[config.mk]
export PLATFORM = sky130hd
export DESIGN_NAME = pcie_io_rx_engine
export DESIGN_NICKNAME = d
export VERILOG_FILES = /design/src/rtl/pcie_dma_pkg.sv /design/src/rtl/pcie_io_rx_engine.sv
export SDC_FILE = /design/constraint.sdc
export NUM_CORES = 1
export LEC_CHECK = 0
export ABC_AREA = 1
export CAP_MARGIN = 20
export CORE_AREA = 8 8 128 106
export DETAILED_ROUTE_END_ITERATION = 10
export DIE_AREA = 0 0 136 114
export GPL_TIMING_DRIVEN = 1
export PLACE_DENSITY = 0.85
export SKIP_LAST_GASP = 1
export SYNTH_ARGS = -nofsm -noshare
export SYNTH_HDL_FRONTEND = slang
export SYNTH_SLANG_ARGS = --single-unit
[constraint.sdc]
create_clock -name i_clk -period 3.4 [get_ports i_clk]
set_input_delay 0.85 -clock i_clk [delete_from_list [all_inputs] [get_ports i_clk]]
set_output_delay 0.85 -clock i_clk [all_outputs]
set_load 0.02 [all_outputs]
[src/rtl/pcie_dma_pkg.sv]
// Shared PCIe DMA definitions: TLP fmt/type codes and RX engine state encodings.
package pcie_dma_pkg;

  localparam logic [6:0] FT_MRD32 = 7'h00;
  localparam logic [6:0] FT_MRD64 = 7'h20;
  localparam logic [6:0] FT_MWR32 = 7'h40;
  localparam logic [6:0] FT_MWR64 = 7'h60;
  localparam logic [6:0] FT_IORD  = 7'h02;
  localparam logic [6:0] FT_IOWR  = 7'h42;
  localparam logic [6:0] FT_CPLD  = 7'h4A;
  localparam logic [6:0] FT_CPL   = 7'h0A;

  typedef enum logic [2:0] {
    RX_RST             = 3'd0,
    RX_MEM_RD32_DW1DW2 = 3'd1,
    RX_MEM_WR32_DW1DW2 = 3'd2,
    RX_MEM_RD64_DW1DW2 = 3'd3,
    RX_MEM_WR64_DW1DW2 = 3'd4,
    RX_MEM_WR64_DW3    = 3'd5,
    RX_DRAIN           = 3'd6,
    RX_WAIT            = 3'd7
  } rx_state_e;

  // DW-aligned byte address from a DW index
  function automatic logic [12:0] dw_byte_addr(input logic [10:0] dw);
    return {dw, 2'b00};
  endfunction

endpackage

[src/rtl/pcie_io_rx_engine.sv]
// Single-DW PCIe memory (and optionally IO) request receiver on a 64-bit AXI-stream.
// Optional feature: define PCIE_IO_RX_IO_TLP_EN to accept IORd/IOWr TLPs.
module pcie_io_rx_engine
  import pcie_dma_pkg::*;
#(
  parameter int C_DATA_WIDTH = 64,
  parameter int KEEP_WIDTH   = C_DATA_WIDTH / 8
) (
  input  logic                    i_nrst,
  input  logic                    i_clk,
  input  logic [C_DATA_WIDTH-1:0] i_m_axis_rx_tdata,
  input  logic [KEEP_WIDTH-1:0]   i_m_axis_rx_tkeep,
  input  logic                    i_m_axis_rx_tlast,
  input  logic                    i_m_axis_rx_tvalid,
  output logic                    o_m_axis_rx_tready,
  output logic                    o_req_compl,
  output logic                    o_req_compl_wd,
  output logic [2:0]              o_req_tc,
  output logic                    o_req_td,
  output logic                    o_req_ep,
  output logic [1:0]              o_req_attr,
  output logic [9:0]              o_req_len,
  output logic [15:0]             o_req_rid,
  output logic [7:0]              o_req_tag,
  output logic [7:0]              o_req_be,
  output logic [12:0]             o_req_addr,
  input  logic                    i_compl_done,
  output logic [10:0]             o_wr_addr,
  output logic [7:0]              o_wr_be,
  output logic [31:0]             o_wr_data,
  output logic                    o_wr_en,
  input  logic                    i_wr_busy
);

  rx_state_e   state_q, state_d, next_s;
  logic        tready_q, tready_d;
  logic        compl_q, compl_d, compl_wd_q, compl_wd_d;
  logic [2:0]  tc_q, tc_d;
  logic        td_q, td_d, ep_q, ep_d;
  logic [1:0]  attr_q, attr_d;
  logic [9:0]  len_q, len_d;
  logic [15:0] rid_q, rid_d;
  logic [7:0]  tag_q, tag_d, be_q, be_d;
  logic [12:0] addr_q, addr_d;
  logic [10:0] wr_addr_q, wr_addr_d;
  logic [7:0]  wr_be_q, wr_be_d;
  logic [31:0] wr_data_q, wr_data_d;
  logic        wr_en_q, wr_en_d;
  logic        wait_cpl_q, wait_cpl_d, wait_wr_q, wait_wr_d;
  logic        is_io_q, is_io_d, done_seen_q, done_seen_d;
  logic        beat_s, exit_s;
  logic        unused_s;

  assign unused_s = ^{i_m_axis_rx_tkeep, i_m_axis_rx_tdata[23], i_m_axis_rx_tdata[19:16],
                      i_m_axis_rx_tdata[11:10], i_m_axis_rx_tdata[1:0]};

  assign beat_s = i_m_axis_rx_tvalid & tready_q;
  // Write must have been issued at least one cycle ago; completion may already be latched.
  assign exit_s = (~wait_cpl_q | i_compl_done | done_seen_q) &
                  (~wait_wr_q | (~wr_en_q & ~i_wr_busy));

  always_comb begin
    state_d     = state_q;
    next_s      = RX_DRAIN;
    compl_d     = 1'b0;
    compl_wd_d  = compl_wd_q;
    tc_d        = tc_q;
    td_d        = td_q;
    ep_d        = ep_q;
    attr_d      = attr_q;
    len_d       = len_q;
    rid_d       = rid_q;
    tag_d       = tag_q;
    be_d        = be_q;
    addr_d      = addr_q;
    wr_addr_d   = wr_addr_q;
    wr_be_d     = wr_be_q;
    wr_data_d   = wr_data_q;
    wr_en_d     = 1'b0;
    wait_cpl_d  = wait_cpl_q;
    wait_wr_d   = wait_wr_q;
    is_io_d     = is_io_q;
    done_seen_d = done_seen_q;
    case (state_q)
      RX_RST: begin
        if (beat_s) begin
          is_io_d = 1'b0;
          case (i_m_axis_rx_tdata[30:24])
            FT_MRD32: next_s = RX_MEM_RD32_DW1DW2;
            FT_MRD64: next_s = RX_MEM_RD64_DW1DW2;
            FT_MWR32: next_s = RX_MEM_WR32_DW1DW2;
            FT_MWR64: next_s = RX_MEM_WR64_DW1DW2;
`ifdef PCIE_IO_RX_IO_TLP_EN
            FT_IORD:  next_s = RX_MEM_RD32_DW1DW2;
            FT_IOWR: begin
              next_s  = RX_MEM_WR32_DW1DW2;
              is_io_d = 1'b1;
            end
`endif
            default:  next_s = RX_DRAIN;
          endcase
          if (i_m_axis_rx_tdata[9:0] != 10'd1) begin
            next_s = RX_DRAIN;
          end else begin
            next_s = next_s;
          end
          // Header fields only change for requests we will actually serve
          if (next_s != RX_DRAIN) begin
            tc_d   = i_m_axis_rx_tdata[22:20];
            td_d   = i_m_axis_rx_tdata[15];
            ep_d   = i_m_axis_rx_tdata[14];
            attr_d = i_m_axis_rx_tdata[13:12];
            len_d  = i_m_axis_rx_tdata[9:0];
            rid_d  = i_m_axis_rx_tdata[63:48];
            tag_d  = i_m_axis_rx_tdata[47:40];
            be_d   = i_m_axis_rx_tdata[39:32];
          end else begin
            is_io_d = 1'b0;
          end
          state_d = i_m_axis_rx_tlast ? RX_RST : next_s;
        end else begin
          state_d = RX_RST;
        end
      end
      RX_MEM_RD32_DW1DW2, RX_MEM_RD64_DW1DW2: begin
        if (beat_s) begin
          if (state_q == RX_MEM_RD32_DW1DW2) begin
            addr_d = dw_byte_addr(i_m_axis_rx_tdata[12:2]);
          end else begin
            addr_d = dw_byte_addr(i_m_axis_rx_tdata[44:34]);
          end
          compl_d     = 1'b1;
          compl_wd_d  = 1'b1;
          wait_cpl_d  = 1'b1;
          wait_wr_d   = 1'b0;
          done_seen_d = i_compl_done;
          state_d     = RX_WAIT;
        end else begin
          state_d = state_q;
        end
      end
      RX_MEM_WR32_DW1DW2, RX_MEM_WR64_DW3: begin
        if (beat_s) begin
          if (state_q == RX_MEM_WR32_DW1DW2) begin
            addr_d    = dw_byte_addr(i_m_axis_rx_tdata[12:2]);
            wr_addr_d = i_m_axis_rx_tdata[12:2];
            wr_data_d = i_m_axis_rx_tdata[63:32];
          end else begin
            wr_data_d = i_m_axis_rx_tdata[31:0];
          end
          wr_be_d     = {4'h0, be_q[3:0]};
          wr_en_d     = 1'b1;
          wait_wr_d   = 1'b1;
          wait_cpl_d  = is_io_q;
          done_seen_d = is_io_q & i_compl_done;
          if (is_io_q) begin
            compl_d    = 1'b1;
            compl_wd_d = 1'b0;
          end else begin
            compl_d = 1'b0;
          end
          state_d = RX_WAIT;
        end else begin
          state_d = state_q;
        end
      end
      RX_MEM_WR64_DW1DW2: begin
        if (beat_s && i_m_axis_rx_tlast) begin
          state_d = RX_RST;
        end else if (beat_s) begin
          addr_d    = dw_byte_addr(i_m_axis_rx_tdata[44:34]);
          wr_addr_d = i_m_axis_rx_tdata[44:34];
          state_d   = RX_MEM_WR64_DW3;
        end else begin
          state_d = state_q;
        end
      end
      RX_DRAIN: begin
        if (beat_s && i_m_axis_rx_tlast) begin
          state_d = RX_RST;
        end else begin
          state_d = RX_DRAIN;
        end
      end
      RX_WAIT: begin
        if (exit_s) begin
          state_d     = RX_RST;
          done_seen_d = 1'b0;
        end else begin
          done_seen_d = done_seen_q | i_compl_done;
        end
      end
      default: state_d = RX_RST;
    endcase
    tready_d = (state_d != RX_WAIT);
  end

  // State and output registers
  always_ff @(posedge i_clk or negedge i_nrst) begin
    if (!i_nrst) begin
      state_q     <= RX_RST;
      tready_q    <= 1'b0;
      compl_q     <= 1'b0;
      compl_wd_q  <= 1'b0;
      tc_q        <= 3'd0;
      td_q        <= 1'b0;
      ep_q        <= 1'b0;
      attr_q      <= 2'd0;
      len_q       <= 10'd0;
      rid_q       <= 16'd0;
      tag_q       <= 8'd0;
      be_q        <= 8'd0;
      addr_q      <= 13'd0;
      wr_addr_q   <= 11'd0;
      wr_be_q     <= 8'd0;
      wr_data_q   <= 32'd0;
      wr_en_q     <= 1'b0;
      wait_cpl_q  <= 1'b0;
      wait_wr_q   <= 1'b0;
      is_io_q     <= 1'b0;
      done_seen_q <= 1'b0;
    end else begin
      state_q     <= state_d;
      tready_q    <= tready_d;
      compl_q     <= compl_d;
      compl_wd_q  <= compl_wd_d;
      tc_q        <= tc_d;
      td_q        <= td_d;
      ep_q        <= ep_d;
      attr_q      <= attr_d;
      len_q       <= len_d;
      rid_q       <= rid_d;
      tag_q       <= tag_d;
      be_q        <= be_d;
      addr_q      <= addr_d;
      wr_addr_q   <= wr_addr_d;
      wr_be_q     <= wr_be_d;
      wr_data_q   <= wr_data_d;
      wr_en_q     <= wr_en_d;
      wait_cpl_q  <= wait_cpl_d;
      wait_wr_q   <= wait_wr_d;
      is_io_q     <= is_io_d;
      done_seen_q <= done_seen_d;
    end
  end

  assign o_m_axis_rx_tready = tready_q;
  assign o_req_compl        = compl_q;
  assign o_req_compl_wd     = compl_wd_q;
  assign o_req_tc           = tc_q;
  assign o_req_td           = td_q;
  assign o_req_ep           = ep_q;
  assign o_req_attr         = attr_q;
  assign o_req_len          = len_q;
  assign o_req_rid          = rid_q;
  assign o_req_tag          = tag_q;
  assign o_req_be           = be_q;
  assign o_req_addr         = addr_q;
  assign o_wr_addr          = wr_addr_q;
  assign o_wr_be            = wr_be_q;
  assign o_wr_data          = wr_data_q;
  assign o_wr_en            = wr_en_q;

endmodule

==> reports/qor.csv <==
stage,metric,value,unit
timing,setup TNS,0,ns
timing,Setup Skew,0.007237,ns
routing,vias,5118,
critical_path,worst path arrival time,2.78,ns
clock_tree,Inserted Clock Buffers,17,
clock_tree,CTS tree,yes,
clock_tree,hold_buf cts,0,
grt,largest net degree at the start of global routing,71,
critical_path,Worst path slowest cell,clkdlybuf4s50_1,
power_and_ir_drop,Switching Power,0.002553,W
finish,Multi-input gate area,2026,um2
placed_design,PortBufs,180,
critical_path,reg2reg start,state_q[1],
critical_path,Worst Path Required,3.67,ns
job,maxcap violations,0,
routing,Post-Route WL,16.09,mm
timing,post-route clock period utilization,73.78,%
finish,fraction of layout cells with a size suffix above 1,7.086,%
synthesis,"flops & latches, synth",117,
routing,Final ANT Viol Nets,0,
finish,Layout Nets,940,
clock_tree,clock transition at the registers of the reported paths,0.05,ns
finish,filler cell count,867,
timing,"Hold Vio Cnt, Final",0,
grt,initial antenna violation count,0,
critical_path,Worst Setup Start Kind,input pin,
placed_design,pre-CTS WS,0.5073,ns
synthesis,Synth Area in Simple Gates,20.74,%
power_and_ir_drop,combinational fraction of design power,41.0,%
timing,Fmax,398.6,MHz
timing,RSZ-0062 raised after global routing,false,
timing,final worst setup slack,0.8914,ns
placed_design,DP Wirelength,11.51,mm
floorplan,die area,15500,um2
grt,GRT Resource Usage Total,21.25,%
critical_path,most frequent CP cell,nor2_1,
routing,wire per inst,15.73,um
synthesis,post-synthesis xor/xnor area fraction,0.1592,%
critical_path,r2r endpoint,o_req_addr[12],
clock_tree,CTS max path bufs,2,
synthesis,Synth Area in Adders,0,%
critical_path,Max stage delay on crit path,0.47,ns
timing,Slew HR,46.49,%
finish,most frequent cells in the layout,"nand2_1 (241), clkdlybuf4s50_1 (179), dfrtp_1 (117)",
critical_path,Worst Reg-to-Reg Cells,8,
synthesis,yosys synthesis warning count,0,
status,status,completed,
power_and_ir_drop,power per cell area,848.9,nW/um2
critical_path,Worst setup EP type,register,
floorplan,Core Region,11390,um2
floorplan,I/O Pins,195,
routing,Via density,5.003,
clock_tree,clk_lat worst skew,0.41,ns
clock_tree,clk root buf,clkbuf_16,
finish,"leading cell type in the layout, fill and taps excluded",nand2_1,
routing,DRC,0,
power_and_ir_drop,sw frac,37.47,%
synthesis,largest family of logic cells by synthesized area,simple AND/OR/NAND/NOR gates,
clock_tree,H-tree levels,4,
timing,Setup Viol. Count Final,0,
timing,fin crit period,2.509,ns
floorplan,Die X,136,um
grt,vias in the first global route,5154,
clock_tree,# resized after CTS,0,
timing,Slew @ Worst Pin,0.7997,ns
synthesis,synthesized area,5502,um2
floorplan,Die H,114,um
power_and_ir_drop,VDD IR max,547.0,uV
grt,first-pass GRT wire length,26.07,mm
power_and_ir_drop,Pleak,4.030,nW
routing,DR pass1 iterations,7,
synthesis,mux contribution to synthesized area,0,%
floorplan,starting density of the core,48.32,%
synthesis,Syn Area/Cell,7.950,um2
power_and_ir_drop,Clk pwr share,30.0,%
clock_tree,Post-CTS Setup Inserts,0,
critical_path,"Max FO, Critical Path",70,
critical_path,crit path cell chain,clkdlybuf4s50_1 > nor2_1 > nand3_1 > nor2_1 > nand4_4 > buf_12 > nand2_1 > o21ai_0,
finish,Register Area,2928,um2
synthesis,Mapped Cells,692,
min_path,Worst Hold Class,in -> async,
synthesis,sequential area share after synthesis,53.22,%
floorplan,Placement Rows,35,
finish,Area Overhead vs Synth,45.87,%
synthesis,post-synthesis cell type count,29,
synthesis,compound-gate portion of the synthesized area,15.31,%
power_and_ir_drop,sequential power share,28.9,%
finish,antenna diode count,0,
power_and_ir_drop,Internal,0.004260,W
placed_design,GPL Wtd Cong,0.8794,
routing,drt initial violations,428,
critical_path,r2r setup slk,1.13,ns
grt,final global-route overflow total,0,
critical_path,critical path class,in -> reg,
clock_tree,Sink Count,117,
timing,max-slew violations,0,
==> cell usage after synthesis <==
cell | instances | area share, %
nand2_1 | 242 | 17
dfrtp_1 | 117 | 53
o21ai_0 | 104 | 9.5
inv_1 | 87 | 5.9
nor2_1 | 27 | 1.8
clkbuf_1 | 15 | 1.0
o21ai_1 | 13 | 1.2
a21oi_1 | 12 | 1.1
buf_2 | 12 | 1.1
o21bai_1 | 11 | 1.5
nand3_1 | 9 | 0.82
o21ai_2 | 9 | 1.4
buf_4 | 8 | 1.1
buf_6 | 5 | 1.0
inv_2 | 4 | 0.27
nand2_2 | 2 | 0.23
nand3_2 | 2 | 0.36
nand4_1 | 2 | 0.23
a21boi_2 | 1 | 0.20
and2b_4 | 1 | 0.18
buf_1 | 1 | 0.068
conb_1 | 1 | 0.068
nand3b_1 | 1 | 0.14
nand4_2 | 1 | 0.23
nor3_1 | 1 | 0.091
o21a_1 | 1 | 0.14
o21ai_4 | 1 | 0.30
or2_2 | 1 | 0.11
xnor2_1 | 1 | 0.16
==> cell families (layout without fill, tap and decap cells) <==
logic type	count (synthesis)	after routing
simple gates	289	289
compound gates	152	152
buf+inv	132	310
flops	117	117
other cells	1	6
xor+xnor	1	1
==> state kept, by name (all words and copies together), names as in the netlist, 2 cells and up <==
name / cells
o_req_len: 10
o_req_tc: 3
o_req_attr: 2
o_wr_be: 4
o_wr_addr: 11
o_req_rid: 16
o_wr_data: 32
state_q: 3
o_req_addr: 11
o_req_tag: 8
o_req_be: 8
==> critical path: cells and delay by family <==
family | cells | cell delay (ns)
AOI/OAI and AO/OA | 1 | 0.08
and+or+nand+nor | 5 | 1.04
buffers and inverters | 2 | 0.77
==> worst max path at each step <==
stage | from | to | slack (ns) | depth (start not counted)
floorplan | i_m_axis_rx_tdata[3] | o_req_attr[1] | 1.45 | 8
global placement | i_m_axis_rx_tdata[9] | o_req_tc[1] | 0.53 | 8
detailed placement | i_m_axis_rx_tdata[9] | o_req_tc[1] | 0.51 | 8
CTS | i_m_axis_rx_tdata[9] | o_req_tc[1] | 0.93 | 8
global route | i_m_axis_rx_tdata[9] | o_req_rid[6] | 0.77 | 8
finish | i_m_axis_rx_tdata[9] | o_req_tag[1] | 0.89 | 8
==> final cells by class <==
type	count	area share, %
clock inverters	12	2.791
inverters	91	4.256
flip-flops and latches	117	36.48
multi-input cells	448	25.24
repair buffers	187	23.23
well taps	148	2.307
clock buffers	20	5.691
==> routing by layer <==
layer	GRT usage (%)	vias to the layer above	wire, um
li1	-	2489	-
met4	7.159	0	184
met5	0	-	0
met1	27.22	2407	6959
met2	32.95	208	7395
met3	7.206	14	1553
==> per-stage QoR <==
step | cells | area, um2 | total power, W | util (%) | hold WS, ns
floorplan | 697 | 5520 | 0.003761 | - | 0.4422
global placement | 991 | 7345 | 0.004713 | 64.51 | 0.4459
detailed placement | 991 | 7345 | 0.004777 | 64.51 | 0.4506
CTS | 1023 | 8025 | 0.006861 | 70.48 | 0.4659
global route | 1023 | 8025 | 0.007233 | 70.48 | 0.5017
finish | 1023 | 8025 | 0.006813 | 70.48 | 0.4633
==> power groups by stage <==
stage / clock (W) / combinational (W) / sequential (W)
after global routing: 0.00213 / 0.00309 / 0.00201
final: 0.00205 / 0.00280 / 0.00197
after CTS: 0.00208 / 0.00282 / 0.00197
after detailed placement: 0 / 0.00280 / 0.00198
after floorplan: 0 / 0.00143 / 0.00234
after global placement: 0 / 0.00274 / 0.00197
Note: power is estimated with default switching activity, not from simulation.
